### config.mk
export PLATFORM = sky130hd
export DESIGN_NAME = multicycle_controller
export DESIGN_NICKNAME = d
export VERILOG_FILES = /design/src/rtl/cpu_pkg.sv /design/src/rtl/saturating_counter.sv /design/src/rtl/multicycle_controller.sv
export SDC_FILE = /design/constraint.sdc
export NUM_CORES = 1
export LEC_CHECK = 0
export ABC_CLOCK_PERIOD_IN_PS = 2360
export BUFFER_PORTS_ARGS = -buffer_cell sky130_fd_sc_hd__buf_2
export CAP_MARGIN = 10
export CORE_MARGIN = 2
export CORE_UTILIZATION = 40
export DETAILED_ROUTE_END_ITERATION = 7
export PLACE_DENSITY = 0.65
export SKIP_CTS_REPAIR_TIMING = 1
export SLEW_MARGIN = 20
export SYNTH_ARGS = -nofsm -noshare
export SYNTH_HDL_FRONTEND = slang
export SYNTH_SLANG_ARGS = --single-unit
### constraint.sdc
create_clock -name clk -period 2.36 [get_ports clk]
set_input_delay 0.472 -clock clk [delete_from_list [all_inputs] [get_ports clk]]
set_output_delay 0.472 -clock clk [all_outputs]
set_load 0.005 [all_outputs]
### src/rtl/cpu_pkg.sv
// Shared definitions for the accumulator CPU: opcode encodings, ACC source
// selects and the controller state enumeration.
package cpu_pkg;

  localparam logic [2:0] OP_LDA = 3'd0;
  localparam logic [2:0] OP_STA = 3'd1;
  localparam logic [2:0] OP_ADD = 3'd2;
  localparam logic [2:0] OP_SUB = 3'd3;
  localparam logic [2:0] OP_JMP = 3'd4;
  localparam logic [2:0] OP_JEZ = 3'd5;
  localparam logic [2:0] OP_LDI = 3'd6;
  localparam logic [2:0] OP_HLT = 3'd7;

  localparam logic [1:0] AC_ALU = 2'b00;
  localparam logic [1:0] AC_MEM = 2'b01;
  localparam logic [1:0] AC_IMM = 2'b10;

  typedef enum logic [2:0] {
    ST_IDLE,
    ST_FETCH,
    ST_DECODE,
    ST_MEMRD,
    ST_MEMWR,
    ST_HALT
  } ctrl_state_t;

endpackage

### src/rtl/saturating_counter.sv
// Up-counter that sticks at all-ones instead of wrapping; clr has priority.
module saturating_counter #(
  parameter int W = 16
) (
  input  logic         clk,
  input  logic         clr,
  input  logic         inc,
  output logic [W-1:0] count
);

  always_ff @(posedge clk) begin
    if (clr)
      count <= '0;
    else if (inc && (count != '1))
      count <= count + W'(1);
  end

endmodule

### src/rtl/multicycle_controller.sv
// Multi-cycle control FSM for the accumulator CPU: sequences fetch, decode and
// memory phases over a shared memory of latency MEM_LAT and decodes datapath strobes.
module multicycle_controller
  import cpu_pkg::*;
#(
  parameter int OPCODE_W = 3,
  parameter int MEM_LAT  = 1,
  parameter int CNT_W    = 16
) (
  input  logic                clk,
  input  logic                rst,
  input  logic                start,
  input  logic [OPCODE_W-1:0] opcode,
  input  logic                acc_zero,
  output logic                rd_mem,
  output logic                wr_mem,
  output logic                addr_sel,
  output logic                ld_ir,
  output logic                pc_inc,
  output logic                pc_src,
  output logic [1:0]          ac_src,
  output logic                ld_ac,
  output logic                alu_add,
  output logic                alu_sub,
  output logic                busy,
  output logic                halted,
  output logic                illegal,
  output logic [CNT_W-1:0]    instr_count
);

  localparam int WAIT_W = $clog2(MEM_LAT + 1);

  ctrl_state_t         state;
  logic [WAIT_W-1:0]   wait_cnt;
  logic [OPCODE_W-1:0] hi_bits;
  logic [2:0]          op;
  logic                legal;
  logic                last;
  logic                retire;

  // Any set bit above [2] makes the encoding illegal.
  assign hi_bits = opcode >> 3;
  assign legal   = (hi_bits == '0);
  assign op      = opcode[2:0];
  assign last    = (wait_cnt == WAIT_W'(MEM_LAT - 1));

  always_ff @(posedge clk) begin
    if (rst) begin
      state    <= ST_IDLE;
      wait_cnt <= '0;
      illegal  <= 1'b0;
    end else begin
      case (state)
        ST_IDLE, ST_HALT: begin
          wait_cnt <= '0;
          if (start) begin
            state   <= ST_FETCH;
            illegal <= 1'b0;
          end
        end
        ST_FETCH: begin
          if (last) begin
            state    <= ST_DECODE;
            wait_cnt <= '0;
          end else begin
            wait_cnt <= wait_cnt + WAIT_W'(1);
          end
        end
        ST_DECODE: begin
          wait_cnt <= '0;
          if (!legal) begin
            illegal <= 1'b1;
            state   <= ST_HALT;
          end else begin
            case (op)
              OP_LDA, OP_ADD, OP_SUB: state <= ST_MEMRD;
              OP_STA:                 state <= ST_MEMWR;
              OP_HLT:                 state <= ST_HALT;
              default:                state <= ST_FETCH;
            endcase
          end
        end
        ST_MEMRD, ST_MEMWR: begin
          if (last) begin
            state    <= ST_FETCH;
            wait_cnt <= '0;
          end else begin
            wait_cnt <= wait_cnt + WAIT_W'(1);
          end
        end
        default: begin
          state    <= ST_IDLE;
          wait_cnt <= '0;
        end
      endcase
    end
  end

  always_comb begin
    rd_mem   = 1'b0;
    wr_mem   = 1'b0;
    addr_sel = 1'b0;
    ld_ir    = 1'b0;
    pc_inc   = 1'b0;
    pc_src   = 1'b0;
    ac_src   = AC_ALU;
    ld_ac    = 1'b0;
    alu_add  = 1'b0;
    alu_sub  = 1'b0;
    retire   = 1'b0;
    case (state)
      ST_FETCH: begin
        rd_mem = 1'b1;
        ld_ir  = last;
        pc_inc = last;
      end
      ST_DECODE: begin
        if (legal) begin
          case (op)
            OP_JMP: begin
              pc_src = 1'b1;
              retire = 1'b1;
            end
            OP_JEZ: begin
              pc_src = acc_zero;
              retire = 1'b1;
            end
            OP_LDI: begin
              ac_src = AC_IMM;
              ld_ac  = 1'b1;
              retire = 1'b1;
            end
            OP_HLT:  retire = 1'b1;
            default: retire = 1'b0;
          endcase
        end
      end
      ST_MEMRD: begin
        rd_mem   = 1'b1;
        addr_sel = 1'b1;
        if (last) begin
          retire = 1'b1;
          case (op)
            OP_LDA: begin
              ac_src = AC_MEM;
              ld_ac  = 1'b1;
            end
            OP_ADD: begin
              ld_ac   = 1'b1;
              alu_add = 1'b1;
            end
            OP_SUB: begin
              ld_ac   = 1'b1;
              alu_sub = 1'b1;
            end
            default: ld_ac = 1'b0;
          endcase
        end
      end
      ST_MEMWR: begin
        wr_mem   = 1'b1;
        addr_sel = 1'b1;
        retire   = last;
      end
      default: retire = 1'b0;
    endcase
  end

  assign busy   = (state != ST_IDLE) && (state != ST_HALT);
  assign halted = (state == ST_HALT);

  saturating_counter #(.W(CNT_W)) u_instr_count (
    .clk   (clk),
    .clr   (rst),
    .inc   (retire),
    .count (instr_count)
  );

endmodule

==> reports/summary.md, run 1 <==
### Outcome
- result of the run: complete, no violations

### Critical path
- CP max FO: 14
- required time reported for the critical path endpoint: 1.89 ns
- critical path data arrival time: 1.68 ns
- worst r2r path cells: 5
- critical-path cell list: and4bb_2 -> nand2b_1 -> nor3_1 -> buf_2
- slowest stage cell, crit path: dfxtp_1
- longest individual stage delay on the worst path: 0.62 ns
- reg2reg end: u_instr_count.count[14]$_SDFFE_PP0P_
- critical path capture point type: output pin
- path type of the worst setup path: register to output pin
- register-to-register setup slack: 0.35 ns
- type of element launching the critical path: register
- Crit Reg-Reg Startpoint: state[0]$_SDFFE_PP0P_

### Route
- Detailed Routing Iterations Pass 1: 4
- total via count after detailed routing: 1252
- DR vias/cell: 5.42
- antenna viol nets, final: 0
- Final Routed Wirelength: 2880 µm
- # DRC: 0
- 1st-iter DRT viols: 48
- post-detailed-route wirelength per cell: 12.5 µm

### Pwr
- power density relative to cell area: 468 mW/mm²
- switching portion of total power: 0.230
- sequential power share: 0.506
- internal power contribution: 542 µW
- portion of total power attributed to the clock network: 0.407
- Static Leak: 0.000577 µW
- proportion of power drawn by combinational gates: 0.088
- switching power of the nets: 162 µW
- worst voltage drop across the vdd grid: 0.305 mV

### Clocking
- insertion delay to the later sink of the worst-skew pair: 0.31 ns
- number of buffers added by the clock tree synthesis step: 3
- Clock Root Buffer: clkbuf_4
- # clock sinks: 20
- TritonCTS clock tree: yes
- clock buffer depth: 2
- clock-pin transition on the worst setup and hold timing paths: 0.11 ns
- H-Tree Level Count: 1

### Timing
- Final Slew Violations: 0
- setup clock skew after layout: 0.00980 ns
- Period Utilization, post-route: 0.913
- actual transition at the worst max-transition pin: 0.631 ns
- maximum achievable frequency: 464 MHz
- final number of hold-violating endpoints: 0
- worst hold margin: 0.468 ns
- relative slew slack: 0.576
- setup_tns: 0 ns
- unrepaired setup endpoints after global routing: false
- final worst path period need: 2.15 ns
- count of final setup violators: 0

### Cells and area
- area growth from synthesis to final layout: 19.7%
- layout net count: 196
- share of layout cells above drive strength 1: 0.278
- diode insertion count for antenna repair: 0

### Floorplanning
- count of standard-cell rows: 20
- x dimension of the die: 60.1 µm
- I/O pin total: 37
- core region area: 0.00303 mm²
- die height: 60.1 µm
- area of the die: 0.00361 mm²
- starting density of the core: 0.415

### Global routing
- initial antenna violation count: 0
- Remaining Overflow, GRT: 0
- global-route wire length before repair: 4880 µm
- overall track demand over capacity in global routing: 0.172
- via count of the first global-routing pass: 1110
- maximum number of pins on one net before global-route repair: 21

### Placed design
- DPL Wire Length: 2080 µm
- Port-buffer cells: 35
- final weighted congestion in routability-driven placement: 0.811

### Synth
- share of synthesized flip-flops with an asynchronous set or reset: 0
- Synth cell types: 44
- post-synthesis sequential element count: 20
- YS warnings: 0
- most frequently used flop master after synthesis: dfxtp_1
- Mapped Cells: 154
- area of the mapped netlist: 0.00126 mm²
- Syn Area/Cell: 8.17 µm²
- EDFF count, synth: 0
- sequential element share of the synthesized area: 0.318

### Hold path
- hold depth: 3
- destination of the worst hold path: state[2]$_SDFFE_PP0P_
- Hold/Removal Path Class: input port to register
- min-delay src: start

### Run
- max-capacitance violation count: 0

worst max path at each step:
stage | start | end | slack (ns) | cells past startpoint
3_3_place_gp | opcode[2] | u_instr_count.count[8]$_SDFFE_PP0P_ | 0.44 | 6
6_report | state[0]$_SDFFE_PP0P_ | ac_src[0] | 0.21 | 4
5_1_grt | state[0]$_SDFFE_PP0P_ | ac_src[0] | 0.03 | 4
4_1_cts | state[0]$_SDFFE_PP0P_ | ac_src[0] | 0.20 | 4
3_5_place_dp | state[0]$_SDFFE_PP0P_ | u_instr_count.count[14]$_SDFFE_PP0P_ | 0.38 | 5
2_1_floorplan | state[0]$_SDFFE_PP0P_ | pc_inc | 0.48 | 4
cells by family after synthesis:
logic type,after synthesis,synth area share
compound gates,41,0.222
xor+xnor,2,0.0139
fa+ha+maj,1,0.00995
buf+inv,16,0.0696
flops,20,0.318
mux,1,0.00895
other cells,1,0.00298
simple gates,72,0.354
power by group through the flow:
stage                     combinational (µW)  clock, µW  sequential (µW)
after floorplan                         50.2          0              355
after global placement                  59.8          0              363
after detailed placement                61.5          0              363
after CTS                               61.8        294              356
after global routing                    70.7        311              358
final                                   61.6        286              356
sequential cells by signal, indices dropped and copies added, names as in the netlist:
name,flops
state,3
u_instr_count.count,16
wait_cnt,1
metal layers:
metal  part of all wire  global-route usage  wire length, µm  vias up
met5                  0                   0                0        -
met4             0.0094              0.0381               27        0
met3              0.050              0.0433              144        4
met2               0.43               0.272             1250       34
met1               0.51               0.235             1460      568
li1                   -                   -                -      646
synth_stat cells, types with 2 or more instances:
cell type,n,area share
buf_6,2,0.018
nor4_1,3,0.015
nor2b_1,6,0.030
o21ai_0,6,0.024
clkbuf_1,5,0.015
buf_4,3,0.018
nand2b_1,4,0.020
nor2_1,14,0.042
and4bb_2,2,0.020
inv_1,5,0.015
nand2_1,4,0.012
nor3_1,7,0.028
a21oi_1,15,0.060
nor3b_1,2,0.012
nand4_1,5,0.025
dfxtp_1,20,0.32
a31oi_1,2,0.0099
o31ai_1,8,0.048
or4_1,8,0.048
nand3_1,5,0.020
or3_1,5,0.025
area by class of cell:
type,count,area [µm²]
Timing Repair Buffer,39,205
Fill cell,296,1520
Clock buffer,3,22.5
Clock inverter,1,30.0
Sequential cell,20,400
Tap cell,44,55.1
Multi-Input combinational cell,119,773
Inverter,5,18.8
worst max-delay path, delay by kind of cell (launching register included):
family	cells	cell delay [ns]
buffers and inverters	1	0.14
flip-flops	1	0.62
AND/OR/NAND/NOR	3	0.63
layout by cell type (no fill, tap or decap), drive strengths merged, types with 3 or more instances in the layout:
cell type / count
a21oi: 15
buf: 39
clkbuf: 3
dfxtp: 20
inv: 5
nand2: 4
nand2b: 4
nand3: 5
nand4: 5
nor2: 14
nor2b: 6
nor3: 7
nor4: 4
o21ai: 6
o31ai: 9
or3: 5
or4: 8
per-stage QoR:
step | std cells | power, µW | util | setup slack [ns] | area [µm²]
floorplan | 155 | 405 | - | 0.478 | 1260
global placement | 227 | 422 | 0.480 | 0.439 | 1450
detailed placement | 227 | 425 | 0.480 | 0.379 | 1450
CTS | 231 | 711 | 0.497 | 0.204 | 1510
global route | 231 | 740 | 0.497 | 0.0300 | 1510
finish | 231 | 704 | 0.497 | 0.205 | 1510
Power figures use the tool's default switching activity.
==> inputs of run 2 (changes only) <==
- BUFFER_PORTS_ARGS: -buffer_cell sky130_fd_sc_hd__buf_2 -> unset
- DONT_BUFFER_PORTS: unset -> 1
- PLACE_DENSITY: 0.65 -> 0.55
==> reports/summary.md, run 2 (synthesis gave the netlist of run 1 again) <==
### Clocking
- H-Tree Level Count: 1
- TritonCTS clock tree: yes
- # clock sinks: 20
- number of buffers added by the clock tree synthesis step: 3
- clock-pin transition on the worst setup and hold timing paths: 0.10 ns
- clock buffer depth: 2
- insertion delay to the later sink of the worst-skew pair: 0.30 ns
- Clock Root Buffer: clkbuf_4

### Route
- Final Routed Wirelength: 2730 µm
- post-detailed-route wirelength per cell: 13.9 µm
- # DRC: 0
- total via count after detailed routing: 1130
- Detailed Routing Iterations Pass 1: 4
- 1st-iter DRT viols: 68
- antenna viol nets, final: 0
- DR vias/cell: 5.74

### Critical path
- required time reported for the critical path endpoint: 1.89 ns
- critical path capture point type: output pin
- slowest stage cell, crit path: dfxtp_1
- longest individual stage delay on the worst path: 0.61 ns
- critical-path cell list: and4bb_2 -> nand2b_1 -> nor3_1
- path type of the worst setup path: register to output pin
- critical path data arrival time: 1.60 ns
- CP max FO: 14
- type of element launching the critical path: register
- worst r2r path cells: 5

### Cells and area
- most common cell after layout, fill and taps aside: dfxtp_1
- utilization after layout: 0.436
- share of layout cells above drive strength 1: 0.124
- top library cells by usage in the layout, fill and taps aside: dfxtp_1 (20), a21oi_1 (15), nor2_1 (14)
- register name with the most flops: u_instr_count.count
- area growth from synthesis to final layout: 5.07%
- area of all placed cells without fillers: 0.00132 mm²
- layout net count: 163
- leading registers by flop count: u_instr_count.count: 16 flops, state: 3 flops, wait_cnt: 1 flops
- diode insertion count for antenna repair: 0
- Largest register FFs: 16

### Timing
- setup_tns: 0 ns
- final number of hold-violating endpoints: 0
- Period Utilization, post-route: 0.878
- unrepaired setup endpoints after global routing: false
- maximum achievable frequency: 483 MHz
- final worst-path setup slack: 0.288 ns
- Final Slew Violations: 0
- count of final setup violators: 0
- setup clock skew after layout: 0.00279 ns
- final worst path period need: 2.07 ns

### Floorplanning
- area of the die: 0.00361 mm²
- die height: 60.1 µm
- starting density of the core: 0.415
- x dimension of the die: 60.1 µm
- I/O pin total: 37
- count of standard-cell rows: 20
- core region area: 0.00303 mm²

### Placed design
- DPL Wire Length: 1980 µm
- worst setup slack before clock tree synthesis: 0.370 ns
- Placed Instance Area: 0.00129 mm²
- Port-buffer cells: 0
- final weighted congestion in routability-driven placement: 0.750

### Global routing
- maximum number of pins on one net before global-route repair: 21
- via count of the first global-routing pass: 963
- global-route wire length before repair: 4440 µm
- overall track demand over capacity in global routing: 0.161
- Remaining Overflow, GRT: 0
- initial antenna violation count: 0

### Outcome
- result of the run: complete, no violations

### Pwr
- worst voltage drop across the vdd grid: 0.286 mV
- Pwr Total: 555 µW
- Static Leak: 0.000390 µW
- power density relative to cell area: 420 mW/mm²

### Hold path
- Hold/Removal Path Class: input port to register
- hold depth: 1

### Run
- max-capacitance violation count: 0

-- run 2: where the power goes --
part           internal (µW)  switching, µW
Sequential               342           14.0
Combinational           19.9           20.5
Clock                   59.5           98.7
Total                    422            133
-- run 2: stage by stage --
step / instances / hold slack, ns
floorplan: 155 / 0.489
global placement: 194 / 0.499
detailed placement: 194 / 0.513
CTS: 197 / 0.212
global route: 197 / 0.190
finish: 197 / 0.226
-- run 2: worst paths after layout --
kind | end | slack (ns) | startpoint
max | ac_src[0] | 0.29 | state[0]$_SDFFE_PP0P_
min reg2reg | u_instr_count.count[14]$_SDFFE_PP0P_ | 0.52 | u_instr_count.count[14]$_SDFFE_PP0P_
min | u_instr_count.count[14]$_SDFFE_PP0P_ | 0.23 | rst
max reg2reg | u_instr_count.count[8]$_SDFFE_PP0P_ | 0.36 | state[0]$_SDFFE_PP0P_
-- run 2: layout make-up --
type	count	area, µm²
tap	44	55.1
sequential	20	400
clock buffer	3	22.5
multi-input combinational	119	779
timing repair buffer	6	45.0
inverter	5	18.8
fill	316	1710
-- run 2: worst max-delay path: cells and delay by family (launching register included) --
family	cells	cell delay, ns
flops	1	0.61
simple gates	3	0.70
-- run 2: routing by layer --
metal,global-route usage,up-vias,share of wire
met2,0.233,21,0.45
met1,0.220,526,0.49
met3,0.0671,4,0.050
met5,0,-,0
met4,0.0381,0,0.0077
li1,-,579,-
